<file path="src/rtl/logic_pipe.sv">
// Pipelined bitwise logic unit with valid/ready flow control, zero flag and global stall.
// Define LOGIC_PIPE_PARITY_EN to add a registered `parity` output (XOR-reduce of out).
module logic_pipe #(
  parameter int unsigned WIDTH  = 64,
  parameter int unsigned STAGES = 7
) (
  input  logic             clk,
  input  logic             rst_n,
  input  logic             in_valid,
  output logic             in_ready,
  input  logic [WIDTH-1:0] a,
  input  logic [WIDTH-1:0] b,
  input  logic [2:0]       op,
  output logic             out_valid,
  input  logic             out_ready,
  output logic [WIDTH-1:0] out,
  output logic             zero,
`ifdef LOGIC_PIPE_PARITY_EN
  output logic             parity,
`endif
  output logic             busy
);

  localparam int unsigned LAST = STAGES - 1;

  localparam logic [2:0] OP_AND  = 3'd0;
  localparam logic [2:0] OP_OR   = 3'd1;
  localparam logic [2:0] OP_XOR  = 3'd2;
  localparam logic [2:0] OP_XNOR = 3'd3;
  localparam logic [2:0] OP_NAND = 3'd4;
  localparam logic [2:0] OP_NOR  = 3'd5;

  logic [WIDTH-1:0]  data_q [STAGES];
  logic [WIDTH-1:0]  data_d [STAGES];
  logic [STAGES-1:0] valid_q, valid_d;
  logic              zero_q, zero_d;
  logic              adv_c;
  logic [WIDTH-1:0]  result_c;
`ifdef LOGIC_PIPE_PARITY_EN
  logic              parity_q, parity_d;
`endif

  // Operation decode; codes 6 and 7 pass operand A through.
  always_comb begin
    result_c = a;
    case (op)
      OP_AND:  result_c = a & b;
      OP_OR:   result_c = a | b;
      OP_XOR:  result_c = a ^ b;
      OP_XNOR: result_c = ~(a ^ b);
      OP_NAND: result_c = ~(a & b);
      OP_NOR:  result_c = ~(a | b);
      default: result_c = a;
    endcase
  end

  // Whole pipe moves together when the output slot is free or being consumed.
  always_comb begin
    adv_c    = out_ready | ~valid_q[LAST];
    in_ready = adv_c;
    data_d   = data_q;
    valid_d  = valid_q;
    zero_d   = zero_q;
`ifdef LOGIC_PIPE_PARITY_EN
    parity_d = parity_q;
`endif
    if (adv_c) begin
      data_d[0]  = result_c;
      valid_d[0] = in_valid;
      for (int k = 1; k < int'(STAGES); k++) begin
        data_d[k]  = data_q[k-1];
        valid_d[k] = valid_q[k-1];
      end
      // Flags are gated by valid so bubbles never raise them.
      zero_d = valid_d[LAST] & (data_d[LAST] == '0);
`ifdef LOGIC_PIPE_PARITY_EN
      parity_d = valid_d[LAST] & (^data_d[LAST]);
`endif
    end
  end

  always_ff @(posedge clk) begin
    if (!rst_n) begin
      for (int k = 0; k < int'(STAGES); k++) begin
        data_q[k] <= '0;
      end
      valid_q <= '0;
      zero_q  <= 1'b0;
`ifdef LOGIC_PIPE_PARITY_EN
      parity_q <= 1'b0;
`endif
    end else begin
      data_q  <= data_d;
      valid_q <= valid_d;
      zero_q  <= zero_d;
`ifdef LOGIC_PIPE_PARITY_EN
      parity_q <= parity_d;
`endif
    end
  end

  assign out       = data_q[LAST];
  assign out_valid = valid_q[LAST];
  assign zero      = zero_q;
  assign busy      = |valid_q;
`ifdef LOGIC_PIPE_PARITY_EN
  assign parity    = parity_q;
`endif

endmodule

</file>
<file path="config.mk">
export PLATFORM = sky130hd
export DESIGN_NAME = logic_pipe
export DESIGN_NICKNAME = d
export VERILOG_FILES = /design/src/rtl/logic_pipe.sv
export SDC_FILE = /design/constraint.sdc
export NUM_CORES = 1
export LEC_CHECK = 0
export ABC_AREA = 1
export CAP_MARGIN = 40
export CORE_MARGIN = 5
export CORE_UTILIZATION = 58
export CTS_CLUSTER_SIZE = 16
export DETAILED_ROUTE_END_ITERATION = 8
export HOLD_SLACK_MARGIN = 0.15
export PLACE_DENSITY_LB_ADDON = 0.1
export REMOVE_ABC_BUFFERS = 1
export SYNTH_ARGS = -nofsm -noshare
export SYNTH_HDL_FRONTEND = slang
export SYNTH_SLANG_ARGS = --single-unit
export TNS_END_PERCENT = 30
</file>
<file path="constraint.sdc">
create_clock -name clk -period 2 [get_ports clk]
set_clock_uncertainty 0.15 [all_clocks]
set_input_delay 0.4 -clock clk [delete_from_list [all_inputs] [get_ports clk]]
set_output_delay 0.4 -clock clk [all_outputs]
set_load 0.005 [all_outputs]
</file>
==> flow_metrics.env, run 1 <==
export IMPL_place_ws_ns=-0.3575
export IMPL_fp_row_count=71
export IMPL_hold_class="input pin to register"
export IMPL_max_slew_margin_rel_pct=66.47
export IMPL_rsz0062_at_grt="no"
export IMPL_track_usage_pct=25.44
export IMPL_dpl_instance_area_um2=24760
export IMPL_synth_compound_area_share_pct=17.04
export IMPL_viasPerCell=5.266
export IMPL_area_delta_synth_final_pct=19.97
export IMPL_synth_top_area_cell="dfxtp_1"
export IMPL_slowest_delay_ns=0.51
export IMPL_fin_crit_sh_pct=98.71
export IMPL_reg2reg_slack_ns=0.09
export IMPL_cts_root_buf="clkbuf_16"
export IMPL_start_util_pct=58.68
export IMPL_grt_pass1_wl_um=89990
export IMPL_synth_top_cell_area_share_pct=41.30
export IMPL_worstSkewPairLatency_ns=0.56
export IMPL_setup_violations=0
export IMPL_final_hold_violation_count=0
export IMPL_synth_mux_area_share_pct=0
export IMPL_path_class="register to output port"
export IMPL_finalWirelength_um=55280
export IMPL_syn_instance_count=3197
export IMPL_grt_overflow=0
export IMPL_synth_simple_area_share_pct=21.36
export IMPL_first_pass_iters=5
export IMPL_wl_per_cell_um=14.41
export IMPL_via_count=20200
export IMPL_crit_slowest_cell="clkdlybuf4s50_1"
export IMPL_cts_buffer_depth=3
export IMPL_syn_avg_cell_area_um2=6.913
export IMPL_htreeDepth=2
export IMPL_p_leak_nw=12.51
export IMPL_drc=0
export IMPL_cp_end_kind="output port"
export IMPL_maxCapViolations=0
export IMPL_netlist_area_um2=22100
export IMPL_coreArea_um2=37670
export IMPL_numCtsBuffers=46
export IMPL_worstSetupPathDepth=1
export IMPL_grt_max_degree=107
export IMPL_synth_adder_area_share_pct=7.246
export IMPL_die_x_um=205.2
export IMPL_fmax_mhz=506.5
export IMPL_hpwl_um=35340
export IMPL_fp_dieH_um=205.2
export IMPL_portBuffers=202
export IMPL_max_vdd_ir_drop_mv=0.6513
export IMPL_synth_yosys_seq_area_share_pct=41.30
export IMPL_r2r_start="valid_q[6]"
export IMPL_path_max_fanout=2
export IMPL_path_buf_inv=1
export IMPL_drtIter0Drc=1457
export IMPL_drv_slew=0
export IMPL_clk_pin_slew_worst_paths_ns=0.07
export IMPL_final_area_um2=26520
export IMPL_crit_path_start_kind="register"
export IMPL_gp_congestion=0.8078
export IMPL_n_antenna_cell=0
export IMPL_synth_distinct_cells=22
export IMPL_critPathLaunch="out[57]"
export IMPL_tightest_slew_ns=0.5030
export IMPL_design_portCount=203
export IMPL_setup_slack_ns=0.02586
export IMPL_dieArea_um2=42110
export IMPL_nets=3552
export IMPL_min_from="op[2]"
export IMPL_fin_cells=3836
export IMPL_place_inst=3747
export IMPL_antenna_found_initial=1
export IMPL_path_cells="clkdlybuf4s50_1"
export IMPL_pwr_density_cell_nw_per_um2=780.8
export IMPL_synth_top_family_by_area="simple AND/OR/NAND/NOR gates"
export IMPL_worstHoldPathCells=7
export IMPL_drive_gt1_share_pct=6.677
export IMPL_cp_required_ns=1.45
export IMPL_grt_pass1_vias=19240
export IMPL_period_minus_slack_ns=1.974
export IMPL_yosys_warnings=0
export IMPL_synth_xor_area_share_pct=0
export IMPL_cts_tree="done"
export IMPL_crit_family="buffers and inverters"
export IMPL_crit_arrival_ns=1.42
export IMPL_ant_nets=0
export IMPL_ys_ff_latch=456
export IMPL_cts_sinks=456
export IMPL_status="finished, final reports clean"
export IMPL_yosys_top_cells_area="dfxtp_1 41%, nor2_1 15%, o21ai_0 13%"
export IMPL_reg2regPathDepth=9
==> power by group <==
part,switching (mW),internal (mW),total [mW]
Clock,3.56,5.30,8.86
Combinational,1.25,0.978,2.22
Sequential,0.178,9.44,9.62
==> cells in the mapped netlist <==
cell type,number
inv_1,410
nand3_2,1
nand3_1,81
nand4_1,3
nand2_1,261
nor2_2,1
inv_2,1
ha_1,128
dfxtp_1,456
o22ai_1,64
a21oi_1,32
o21bai_1,49
nor3_1,1
buf_2,77
o21ai_0,567
buf_4,64
nor2_1,872
or2_2,1
buf_1,9
clkbuf_1,117
nor3_4,1
clkinv_1,1
==> per-stage QoR <==
| step | setup TNS [ns] | utilization, % | power, mW | hold slack [ns] |
|---|---|---|---|---|
| 6_report | 0 | 70.40 | 20.70 | 0.2491 |
| 5_1_grt | 0 | 70.40 | 21.61 | 0.3085 |
| 4_1_cts | -0.07085 | 69.99 | 20.86 | 0.2344 |
| 3_5_place_dp | -95.49 | 65.74 | 12.01 | 0.3107 |
| 3_3_place_gp | -85.37 | 65.74 | 11.91 | 0.3067 |
| 2_1_floorplan | -4095.63 | - | 11.02 | 0.2934 |
==> area by class of cell <==
class                   instances  area (um2)
clock buffers                  72        1433
well taps                     511       639.4
repair buffers                311        3458
fillers                      3116       11150
multi-input cells            2062       10130
clock inverters                12       138.9
flip-flops and latches        456        9163
inverters                     412        1559
==> cells in the final DEF (no fill, tap or decap), drive strengths merged <==
cell and count:
dlygate4sd3 1, o21ai 567, dlygate4sd2 14, inv 411, buf 108, ha 128, o21bai 49, clkdlybuf4s15 1
nor2 873, nor3 2, dfxtp 456, clkdlybuf4s50 171, nand4 3, clkbuf 75, nand2 261, dlymetal6s2s 13
o22ai 64, bufinv 3, nand3 82, a21oi 32, clkinv 10, or2 1
==> routing by layer <==
| layer | share of wire, % | global-route usage (%) | wire [um] |
|---|---|---|---|
| met1 | 43 | 33.53 | 23930 |
| met2 | 47 | 42.66 | 26220 |
| met3 | 6.8 | 4.003 | 3771 |
| met4 | 2.4 | 8.923 | 1343 |
| met5 | 0.020 | 0 | 11 |
==> what timing repair did <==
| item | CTS | global route |
|---|---|---|
| setup buffers | 1 | 0 |
| endpoints found under the setup margin | 32 | 218 |
| gates resized for setup | 44 | 27 |
| pin swaps | 2 | 1 |
| hold buffers | 1 | 0 |
| gates cloned | 0 | 3 |
| endpoints found under the hold margin | 16 | 0 |
==> state kept, by name, indices dropped and copies added (netlist names) <==
register and flops:
data_q 384, out 64, valid_q 7, zero 1
==> cells by family (layout without fill, tap and decap cells) <==
group	after synthesis	count (layout)
compound gates	712	712
fa+ha+maj	128	128
buf+inv	679	807
flops	456	456
simple gates	1222	1222
==> final timing paths <==
check / endpoint
worst max-delay path: out[57]
worst min-delay path: data_q[410]
worst max register to register: data_q[90]
worst min register to register: out[60]
(Power assumes the default switching activity.)
==> run 2: changes to the inputs <==
--- a/config.mk
+++ b/config.mk
@@ -14,6 +14,7 @@
 export HOLD_SLACK_MARGIN = 0.15
 export PLACE_DENSITY_LB_ADDON = 0.1
 export REMOVE_ABC_BUFFERS = 1
+export SLEW_MARGIN = 20
 export SYNTH_ARGS = -nofsm -noshare
 export SYNTH_HDL_FRONTEND = slang
 export SYNTH_SLANG_ARGS = --single-unit
==> results of run 2 <==
The final DEF is identical to that of run 1; final timing and power are the same.
==> run 3: changes to the inputs <==
--- a/config.mk
+++ b/config.mk
@@ -7,12 +7,11 @@
 export LEC_CHECK = 0
 export ABC_AREA = 1
 export CAP_MARGIN = 40
-export CORE_MARGIN = 5
+export CORE_MARGIN = 1
 export CORE_UTILIZATION = 58
-export CTS_CLUSTER_SIZE = 16
 export DETAILED_ROUTE_END_ITERATION = 8
 export HOLD_SLACK_MARGIN = 0.15
-export PLACE_DENSITY_LB_ADDON = 0.1
+export PLACE_DENSITY = 0.8
 export REMOVE_ABC_BUFFERS = 1
 export SLEW_MARGIN = 20
 export SYNTH_ARGS = -nofsm -noshare
==> flow_metrics.env, run 3 (synthesis results as in run 1) <==
export IMPL_hold_ws_ns=0.3199
export IMPL_cp_end_kind="output port"
export IMPL_setup_violations=0
export IMPL_first_pass_iters=6
export IMPL_cts_buffer_depth=3
export IMPL_start_util_pct=58.82
export IMPL_portBuffers=202
export IMPL_path_cells="clkdlybuf4s50_1"
export IMPL_path_class="register to output port"
export IMPL_cts_tree="done"
export IMPL_cp_required_ns=1.45
export IMPL_nets=3525
export IMPL_finalWirelength_um=53130
export IMPL_pwr_density_cell_nw_per_um2=780.8
export IMPL_fp_dieH_um=197.2
export IMPL_drive_gt1_share_pct=5.434
export IMPL_grt_pass1_vias=18930
export IMPL_worstSkewPairLatency_ns=0.55
export IMPL_coreArea_um2=37580
export IMPL_grt_pass1_wl_um=87410
export IMPL_final_area_um2=26090
export IMPL_crit_path_start_kind="register"
export IMPL_hold_class="input pin to register"
export IMPL_viasPerCell=5.264
export IMPL_drtIter0Drc=1642
export IMPL_grtUsageMet3_pct=4.098
export IMPL_period_minus_slack_ns=1.967
export IMPL_crit_family="buffers and inverters"
export IMPL_hpwl_um=34150
export IMPL_fin_crit_sh_pct=98.36
export IMPL_crit_arrival_ns=1.42
export IMPL_fmax_mhz=508.3
export IMPL_max_vdd_ir_drop_mv=0.5883
export IMPL_grt_max_degree=101
export IMPL_post_route_util_pct=69.42
export IMPL_p_leak_nw=12.17
export IMPL_tightest_slew_ns=0.3396
export IMPL_numCtsBuffers=45
export IMPL_grt_overflow=0
export IMPL_max_slew_margin_rel_pct=77.36
export IMPL_gp_congestion=0.7901
export IMPL_via_count=20040
export IMPL_die_x_um=197.2
export IMPL_reg2reg_slack_ns=0.17
export IMPL_mostFrequentLayoutCells="871 x nor2_1, 567 x o21ai_0, 445 x dfxtp_1"
export IMPL_gr_usage_met1_pct=34.33
export IMPL_dieArea_um2=38890
export IMPL_final_hold_violation_count=0
export IMPL_slowest_delay_ns=0.54
export IMPL_busiest_layer="met2"
export IMPL_drv_slew=0
export IMPL_drc=0
export IMPL_design_portCount=203
export IMPL_dpl_instance_area_um2=24540
export IMPL_grt_use_met2_pct=45.07
export IMPL_cts_sinks=456
export IMPL_cts_root_buf="clkbuf_16"
export IMPL_clk_pin_slew_worst_paths_ns=0.06
export IMPL_largest_register="data_q"
export IMPL_status="finished, final reports clean"
export IMPL_track_usage_pct=26.80
export IMPL_crit_slowest_cell="clkdlybuf4s50_1"
export IMPL_final_common_cell="nor2_1"
export IMPL_path_max_fanout=2
export IMPL_wl_per_cell_um=13.96
export IMPL_antenna_found_initial=2
export IMPL_largest_reg_flops=384
export IMPL_rsz0062_at_grt="no"
export IMPL_htreeDepth=2
export IMPL_path_buf_inv=1
export IMPL_maxCapViolations=0
export IMPL_ant_nets=0
export IMPL_fp_row_count=71
export IMPL_area_delta_synth_final_pct=18.02
## run 3: cell count changes in the layout (fill, tap and decap cells not counted), sizes merged
cell,before,now
bufinv,3,4
diode,0,2
clkinvlp,0,1
clkdlybuf4s50,171,179
buf,108,85
dlygate4sd2,14,11
inv,411,413
clkbuf,75,63
dlymetal6s2s,13,8
## run 3: cell type report
class,count,area [um2]
Tap cell,511,639.4
Timing Repair Buffer,285,3112
Sequential cell,456,9143
Clock buffer,63,1326
Clock inverter,16,186.4
Fill cell,3049,11490
Antenna cell,2,5.005
Multi-Input combinational cell,2062,10120
Inverter,412,1554
## run 3: metrics by stage
| stage | std cells | setup WS (ns) | setup TNS (ns) | total power [mW] |
|---|---|---|---|---|
| after floorplan | 2930 | -10.55 | -4095.63 | 11.02 |
| after global placement | 3725 | -0.3696 | -70.32 | 11.85 |
| after detailed placement | 3725 | -0.3537 | -82.99 | 11.96 |
| after CTS | 3805 | -0.09090 | -0.09090 | 20.50 |
| after global routing | 3806 | 0.0004711 | 0 | 21.21 |
| final | 3807 | 0.03276 | 0 | 20.37 |
## run 3: where the power goes
part | switching [mW] | leakage, nW | internal [mW] | total (mW)
logic | 1.23 | 7.71 | 0.950 | 2.18
registers | 0.182 | 3.71 | 9.44 | 9.63
clock network | 3.43 | 0.752 | 5.13 | 8.56
## run 3: final timing paths
check	startpoint	to	cells past startpoint
min reg2reg	data_q[377]	data_q[313]	2
min	in_valid	valid_q[0]	3
max reg2reg	valid_q[6]	data_q[302]	7
max	out[31]	out[31]	1
## run 3: worst min-delay path, stage by stage
cell and delay, ns:
clkdlybuf4s50_1 0.41, nor2_1 0.10, nor2_1 0.05
## run 3: per-layer routing
layer | wire (um) | share of wire [%]
met1 | 23110 | 44
met2 | 25060 | 47
met3 | 3238 | 6.1
met4 | 1717 | 3.2
met5 | 0 | 0
## run 3: repair_timing
| item | CTS | global route |
|---|---|---|
| setup buffers | 0 | 0 |
| hold buffers | 1 | 0 |
| setup endpoints to repair | 19 | 14 |
| gates resized for setup | 22 | 16 |
| endpoints found under the hold margin | 17 | 0 |
